`src/rtl/matmul_xcel_ws_feeder.sv`:
```
// Feeder for the weight-stationary PE array. Weight beats go out unskewed with the
// write enable. Activation beats are skewed diagonally, and the skew is drained after each tile.

module matmul_xcel_ws_feeder_lane #(
  parameter int DEPTH     = 1,
  parameter int BIT_WIDTH = 8
) (
  input  logic                 clk,
  input  logic                 reset,
  input  logic                 act_en,
  input  logic [BIT_WIDTH-1:0] act_data,
  input  logic                 wt_en,
  input  logic [BIT_WIDTH-1:0] wt_data,
  output logic [BIT_WIDTH-1:0] q
);
  logic [DEPTH-1:0][BIT_WIDTH-1:0] sr, sr_nxt;

  // A weight bypasses the shift chain and lands directly in the output stage.
  always_comb begin
    sr_nxt = '0;
    for (int i = 1; i < DEPTH; i++) sr_nxt[i] = sr[i-1];
    sr_nxt[0] = act_en ? act_data : '0;
    if (wt_en) sr_nxt[DEPTH-1] = wt_data;
  end

  always_ff @(posedge clk or negedge reset) begin
    if (!reset) sr <= '0;
    else        sr <= sr_nxt;
  end

  assign q = sr[DEPTH-1];
endmodule

module matmul_xcel_ws_feeder #(
  parameter int NUM_ROWS  = 2,
  parameter int NUM_COLS  = 2,
  parameter int BIT_WIDTH = 8
) (
  input  logic                                clk,
  input  logic                                reset,
  input  logic                                in_val,
  output logic                                in_rdy,
  input  logic [NUM_ROWS-1:0][BIT_WIDTH-1:0]  in_data,
  input  logic                                in_type,
  input  logic                                in_last,
  output logic [NUM_ROWS-1:0][BIT_WIDTH-1:0]  o_data,
  output logic                                o_wr_weight_ena,
  output logic                                o_act_val,
  output logic                                o_act_last,
  output logic                                o_busy,
  output logic                                o_err
);
  localparam logic [1:0] IDLE   = 2'd0;
  localparam logic [1:0] LOAD_W = 2'd1;
  localparam logic [1:0] STREAM = 2'd2;
  localparam logic [1:0] DRAIN  = 2'd3;
  localparam int WCW = $clog2(NUM_COLS + 1);
  localparam int DCW = (NUM_ROWS > 1) ? $clog2(NUM_ROWS) : 1;

  logic [1:0]     state, state_nxt;
  logic [WCW-1:0] wcnt, wcnt_nxt;
  logic [DCW-1:0] dcnt, dcnt_nxt;
  logic           acc_w, acc_a, act_en, wt_en, err_ev;

  assign in_rdy = (state != DRAIN);
  assign o_busy = (state != IDLE);
  assign acc_w  = in_val && in_rdy && in_type;
  assign acc_a  = in_val && in_rdy && !in_type;
  assign act_en = acc_a && (state == IDLE || state == STREAM);
  assign wt_en  = acc_w && (state == IDLE || state == LOAD_W);
  // Wrong beat type for the current phase is dropped and flagged.
  assign err_ev = (acc_a && state == LOAD_W) || (acc_w && state == STREAM);

  always_comb begin
    state_nxt = state;
    wcnt_nxt  = wcnt;
    dcnt_nxt  = dcnt;
    case (state)
      IDLE, LOAD_W: begin
        if (wt_en) begin
          if (wcnt == WCW'(NUM_COLS - 1)) begin
            state_nxt = IDLE;
            wcnt_nxt  = '0;
          end else begin
            state_nxt = LOAD_W;
            wcnt_nxt  = wcnt + WCW'(1);
          end
        end
      end
      DRAIN: begin
        if (dcnt <= DCW'(1)) begin
          state_nxt = IDLE;
          dcnt_nxt  = '0;
        end else begin
          dcnt_nxt  = dcnt - DCW'(1);
        end
      end
      default: ;
    endcase
    // Activation beats are only enabled in IDLE/STREAM, so this never overlaps a weight issue.
    if (act_en) begin
      if (!in_last) begin
        state_nxt = STREAM;
      end else begin
        state_nxt = (NUM_ROWS == 1) ? IDLE : DRAIN;
        dcnt_nxt  = DCW'(NUM_ROWS - 1);
      end
    end
  end

  always_ff @(posedge clk or negedge reset) begin
    if (!reset) begin
      state           <= IDLE;
      wcnt            <= '0;
      dcnt            <= '0;
      o_wr_weight_ena <= 1'b0;
      o_act_val       <= 1'b0;
      o_act_last      <= 1'b0;
      o_err           <= 1'b0;
    end else begin
      state           <= state_nxt;
      wcnt            <= wcnt_nxt;
      dcnt            <= dcnt_nxt;
      o_wr_weight_ena <= wt_en;
      o_act_val       <= act_en;
      o_act_last      <= act_en && in_last;
      o_err           <= o_err | err_ev;
    end
  end

  for (genvar r = 0; r < NUM_ROWS; r++) begin : g_lane
    matmul_xcel_ws_feeder_lane #(.DEPTH(r + 1), .BIT_WIDTH(BIT_WIDTH)) u_lane (
      .clk      (clk),
      .reset    (reset),
      .act_en   (act_en),
      .act_data (in_data[r]),
      .wt_en    (wt_en),
      .wt_data  (in_data[r]),
      .q        (o_data[r])
    );
  end
endmodule

```
`config.mk`:
```
export PLATFORM = sky130hd
export DESIGN_NAME = matmul_xcel_ws_feeder
export DESIGN_NICKNAME = d
export VERILOG_FILES = /design/src/rtl/matmul_xcel_ws_feeder.sv
export SDC_FILE = /design/constraint.sdc
export NUM_CORES = 1
export LEC_CHECK = 0
export BUFFER_PORTS_ARGS = -buffer_cell sky130_fd_sc_hd__buf_2
export CAP_MARGIN = 20
export CORE_MARGIN = 4
export CORE_UTILIZATION = 40
export DETAILED_ROUTE_END_ITERATION = 16
export GPL_TIMING_DRIVEN = 0
export PLACE_DENSITY = 0.69
export SLEW_MARGIN = 20
export SYNTH_ARGS = -nofsm -noshare
export SYNTH_HDL_FRONTEND = slang
export SYNTH_HIERARCHICAL = 1
export SYNTH_SLANG_ARGS = --single-unit
export TNS_END_PERCENT = 100
```
`constraint.sdc`:
```
create_clock -name clk -period 1.36 [get_ports clk]
set_input_delay 0.34 -clock clk [delete_from_list [all_inputs] [get_ports clk]]
set_output_delay 0.34 -clock clk [all_outputs]
set_load 0.01 [all_outputs]
```
* Word-level counts from Yosys, hierarchy flattened
Cells that the tools add are included.
** Storage, ports and cells
- Register bits :: 33
- Bits of input ports :: 21
- Output and inout port bits :: 22
- Logic and storage cells :: 54
** Operators by class
- $add $sub $neg :: 2
- Order comparisons :: 1
- Eq/ne operators :: 7
- Mux-type cells :: 15
- Bitwise operators :: 1
- Reductions and logical operators :: 18
** Operators by type and width (number)
- $mux W8 :: 4
- $logic_and A1 B1 Y1 :: 8
- $mux W2 :: 4
- $mux W1 :: 6
- $ne A3 B3 Y1 const B :: 2
- $eq A2 B1 Y1 const B :: 2
- $eq A2 B2 Y1 const B :: 2
- $pmux W2 S2 :: 1
- $logic_or A1 B1 Y1 :: 3
- $reduce_and A3 Y1 :: 1
- $reduce_bool A3 Y1 :: 1
- $add A2 B1 Y2 const B :: 1
- $logic_not A2 Y1 :: 1
- $ne A2 B2 Y1 const B :: 1
- $reduce_and A2 Y1 :: 1
- $reduce_bool A2 Y1 :: 1
- $reduce_or A2 Y1 :: 1
- $le A1 B1 Y1 const B :: 1
- $logic_not A1 Y1 :: 1
- $or A1 B1 Y1 :: 1
- $sub A1 B1 Y1 const B :: 1

* Logic depth before layout (Yosys ltp)
- Depth in word-level cells :: 7
- Mapped depth :: 6
- Mapped depth without buffers :: 4

* By module
The synthesis kept the hierarchy.
** Modules (own cells, without submodules)
- matmul_xcel_ws_feeder_lane at g_lane[1].u_lane :: times used 1, cells an instance 41, area an instance 641.9 µm², sequential area each 400.4 µm²
- matmul_xcel_ws_feeder :: times used 1, cells an instance 24, area an instance 314.1 µm², sequential area each 200.2 µm²
- matmul_xcel_ws_feeder_lane at g_lane[0].u_lane :: times used 1, cells an instance 21, area an instance 310.3 µm², sequential area each 200.2 µm²

* Least setup slack after synthesis
No wires, ideal clock.
- Kind :: reg2reg
- Start :: register state[0]
- End :: register g_lane[0].u_lane.sr, in the netlist g_lane[0].u_lane/q[0]
- Setup time :: 65 ps
- Arrival :: 1251 ps
- Data required time :: 1295 ps
- Setup slack :: 43 ps
- Stages on the path, launching flop included :: 5
- Buffers on the path :: 1
- Clock period less this slack :: 1317 ps
- Path through :: dfrtp_1 > nor3b_2 > nor2b_4 > buf_6 > a22o_1
** RTL lines
- start, declared :: RTL line 60 : logic [1:0] state, state_nxt;
- start signal, assigned :: RTL line 121 : state <= state_nxt;
- end signal, assigned :: RTL line 28 : else sr <= sr_nxt;
- end, declared :: RTL line 16 : logic [DEPTH-1:0][BIT_WIDTH-1:0] sr, sr_nxt;

* Final worst setup path
- Start :: register state[0]
- End :: output o_busy
** Between the ends
- Cells in the longest elaborated chain, start to end :: 1
** Ends and longest elaborated chain
- $reduce_bool A2 Y1 :: RTL line 66 : assign o_busy = (state != IDLE);
- end, declared :: RTL line 50 : output logic o_busy,
Every way passes these cells.

==> results list <==
- The run finished, with violations left.
* Violations in the final reports: negative setup slack
- Number of flops mapped to enable cells by yosys: 0
- Across the run, the number of max-cap violations was 0.
* Detailed-router iteration count before antenna repair: 2
* Cell row count: 20
* Worst-path cell chain: or2_4 > buf_6
- RSZ-0062 raised after global routing: true
- Buffers inserted to repair hold after CTS numbered 0.
- Synthesis inferred 32 register bits.
- The number of antenna diodes in the final layout is 0.
- The worst-case IR drop observed on VDD is 0.8241 mV.
* Sequential-to-total area share from yosys stat: 63.24%
* Top-level port count: 43
- Setup skew after layout: around 0.004 ns
- Routability congestion estimate from global placement: 0.6428
* Total Nets Final: roughly 160
- No sink is reached through more buffers than the 2 on the longest clock path.
- Final wirelength: 2.117 mm
- Headroom to the max-slew limit came out at between 50% and 60%.
* Number of synthesis warnings: 6
* Worst Path Arrival: between 1 and 1.5 ns
- CP Launch Type: flop
- Number of max-slew violations in the final report: 0
- Critical setup path kind: flop to output port
* Data required, critical path: slightly above 1 ns
- Class of the worst hold path: input port to async pin
- Via count normalized by instance count: approximately 4.3
- Width of the chip: roughly 64 microns
* Detailed-route DRC error count: 0
- Hold WS: roughly 0.043 ns
- Number of nets still failing antenna checks after routing: 0
* Area growth, synth to finish: 30.83%
* Clk pin slew, worst setup/hold paths: around 0.09 ns
- Based on the critical path, the design can be clocked at up to 0.6859 GHz.
* Async S/R FF share, synth: 100.0%
- The number of nets in the synthesized netlist is approximately 110.
- The placed instances occupy a cell area of between 1500 and 2000 sq um.
- The number of global-route vias before repair was a little under 900.
- In this run the biggest area consumer among cell types represents 63.24% of the synthesized area.
* Cells after synthesis: between 80 and 90
- The number of hold violations in the final report is 0.
- Total vias in the final route: around 800
* Ys flop type: sky130_fd_sc_hd__dfrtp_1
- Counting the fill cells in the layout gives about 280.
- Buffers and inverters on the worst path: 1
- Measured along the y axis, the die boundary spans around 64 microns.
* Total of endpoints with negative setup slack in the final report: 2
- In this run the power density over the cells is around 1500 nW/um^2.
* Cell leakage power: between 0.8 and 0.9 nW
* Wire per inst: 11.51 microns
* Total standard cell area after synthesis: about 1300 sq um
* Clk sink count: 32
- Crit-path slowest cell: sky130_fd_sc_hd__dfrtp_2
- Summing all multi-input logic gate instances after layout gives around 380 sq um.
- For this run, the total global-route usage over all layers was measured as between 10% and 20%.
* Starting density of the core: 41.48%
- For the pin with the worst max-slew slack, the measured transition is about 0.66 ns.
- After the first detailed-routing iteration, the DRC count stood at 10.
* Endpoint type of the worst setup path: output port
- Dividing the final minimum period by the clock period gives 107.2%.
* Sequential cell area: 802.0 sq um
- Largest net degree at the start of global routing: 33
* Cell type contributing the most total cell area after synthesis: sky130_fd_sc_hd__dfrtp_1
* Number of buffers added on ports: between 40 and 50
- In this run the worst path has a maximum fanout of 2.
* Biggest area contributors in the synthesized netlist: sky130_fd_sc_hd__dfrtp_1, sky130_fd_sc_hd__mux2_4, sky130_fd_sc_hd__a22o_1, sky130_fd_sc_hd__buf_4, sky130_fd_sc_hd__and2_1
* Overall overflow remaining after global route: 0
* Reg2Reg Launch Point: state[1]$_DFFE_PN0P_
- Worst-case reg-to-reg path depth: 5
* Post-route setup slack: -0.09792 ns
* Worst r2r dst: g_lane[0].u_lane/q[6]$_DFF_PN0_
- Number of buffers added by the clock tree synthesis step: 5
- Share of post-route cells with drive strength above 1: between 50% and 60%
* Post-route cell area: approximately 1700 sq um
* H-tree depth reported by CTS: 2
- The core region is approximately 3000 sq um.
* TritonCTS clock tree: yes
- The routed design could run at a clock period as short as 1.458 ns.
- Number of distinct standard cells referenced by the synthesized netlist: 23
- The completed layout was analyzed and its total power is about 0.0025 W.
- Global-route wire length before repair: ~3.8 mm
* Root cell of the clock tree: sky130_fd_sc_hd__clkbuf_4
- Once detailed placement completed, the half-perimeter wirelength came to approximately 1.5 mm.
- The floorplan step defined a die boundary enclosing approximately 4100 sq um.
* Reg2Reg Setup Slack: around 0.010 ns
- Syn avg cell area: ~15 sq um
* Worst stage delay on the critical path: around 0.43 ns
- On the critical path the largest part of the delay comes from flip-flops.
- Initial antenna violation count: 0
- At the later pin of the worst-skew pair, clock insertion delay measures approximately 0.32 ns.
-- layout make-up --
class	instances	share of cell area (%)
sequential	32	48.41
multi-input combinational	42	22.89
timing repair buffer	47	15.56
buffer	11	5.665
clock buffer	7	3.927
tap	44	3.323
inverter	1	0.2266
-- placed cells by master (no fill, tap or decap) --
cell type	instances
sky130_fd_sc_hd__or3_1	1
sky130_fd_sc_hd__and2_4	1
sky130_fd_sc_hd__xor2_1	1
sky130_fd_sc_hd__buf_4	12
sky130_fd_sc_hd__and2_1	8
sky130_fd_sc_hd__mux2_4	8
sky130_fd_sc_hd__nor2_2	1
sky130_fd_sc_hd__or2_4	1
sky130_fd_sc_hd__buf_6	5
sky130_fd_sc_hd__o21bai_1	1
sky130_fd_sc_hd__a21o_2	1
sky130_fd_sc_hd__buf_2	41
sky130_fd_sc_hd__clkbuf_4	5
sky130_fd_sc_hd__inv_1	1
sky130_fd_sc_hd__a22o_1	7
sky130_fd_sc_hd__nand2_1	4
sky130_fd_sc_hd__dfrtp_2	1
sky130_fd_sc_hd__nand2b_1	1
sky130_fd_sc_hd__nor3b_1	1
sky130_fd_sc_hd__clkbuf_8	2
sky130_fd_sc_hd__a21boi_0	1
sky130_fd_sc_hd__dfrtp_1	31
sky130_fd_sc_hd__nor2b_4	1
sky130_fd_sc_hd__nor3b_4	1
sky130_fd_sc_hd__mux2i_1	1
sky130_fd_sc_hd__o21ai_0	1
sky130_fd_sc_hd__nor4b_1	1
-- worst reg2reg max path: stages, from the launching register on --
cell and delay, ns:
sky130_fd_sc_hd__dfrtp_1 0.43, sky130_fd_sc_hd__nor2_2 0.28, sky130_fd_sc_hd__buf_6 0.20, sky130_fd_sc_hd__nor2b_4 0.04, sky130_fd_sc_hd__buf_6 0.12, sky130_fd_sc_hd__a22o_1 0.18
-- power by group --
part | total (W) | internal [W] | switching [W]
clock | 0.000575 | 0.000293 | 0.000282
sequential | 0.00117 | 0.00110 | 0.0000715
combinational | 0.000762 | 0.000442 | 0.000321
-- sequential cells by signal, indices dropped and copies added, names as in the netlist --
signal,count
g_lane.u_lane/q,16
g_lane.u_lane/sr,8
o_act_last,1
o_act_val,1
o_err,1
o_wr_weight_ena,1
state,2
wcnt,2
-- cell families after synthesis --
group                  count (synthesis)  share of synthesized area [%]
AND/OR/NAND/NOR                       21                          10.97
AO/OA/AOI/OAI                         11                          7.115
XOR/XNOR                               1                         0.6918
multiplexers                           9                          10.28
buffers and inverters                 12                          7.707
flip-flops                            32                          63.24
-- through the flow --
stage | util, % | setup WS (ns) | setup TNS, ns | instances
after floorplan | - | 0.04322 | 0 | 86
after global placement | 50.16 | -0.2907 | -3.650 | 172
after detailed placement | 50.16 | -0.3416 | -4.657 | 172
after CTS | 54.26 | -0.1111 | -0.1709 | 184
after global routing | 54.26 | -0.1528 | -0.6109 | 184
final | 54.26 | -0.09792 | -0.1536 | 184
-- how the worst max path moves through the flow --
stage	startpoint	end	cells after the start
finish	state[0]$_DFFE_PN0P_	o_busy	2
CTS	state[1]$_DFFE_PN0P_	o_busy	2
global placement	in_type	g_lane[0].u_lane/q[3]$_DFF_PN0_	5
detailed placement	in_type	g_lane[0].u_lane/q[6]$_DFF_PN0_	5
floorplan	state[0]$_DFFE_PN0P_	g_lane[0].u_lane/q[0]$_DFF_PN0_	4
global route	state[0]$_DFFE_PN0P_	o_busy	2
-- cells in the mapped netlist, drive strengths merged (2+ instances only) --
master	number
dfrtp	32
buf	11
and2	9
mux2	8
a22o	7
nand2	4
nor3b	2
-- timing repair --
action	in CTS	in global routing
pin swaps	1	1
buffers inserted	5	0
cloned	0	0
endpoints found under the setup margin	27	17
resized for setup	6	0
-- layer usage --
metal / wire [microns] / vias up / track usage (%)
met3: 197 / 4 / 6.503
li1: - / 388 / -
met2: 1088 / 30 / 21.01
met4: 27 / 0 / 3.958
met5: 0 / - / 0
met1: 803 / 373 / 12.66
No activity file was read; power rests on OpenSTA's default activity.
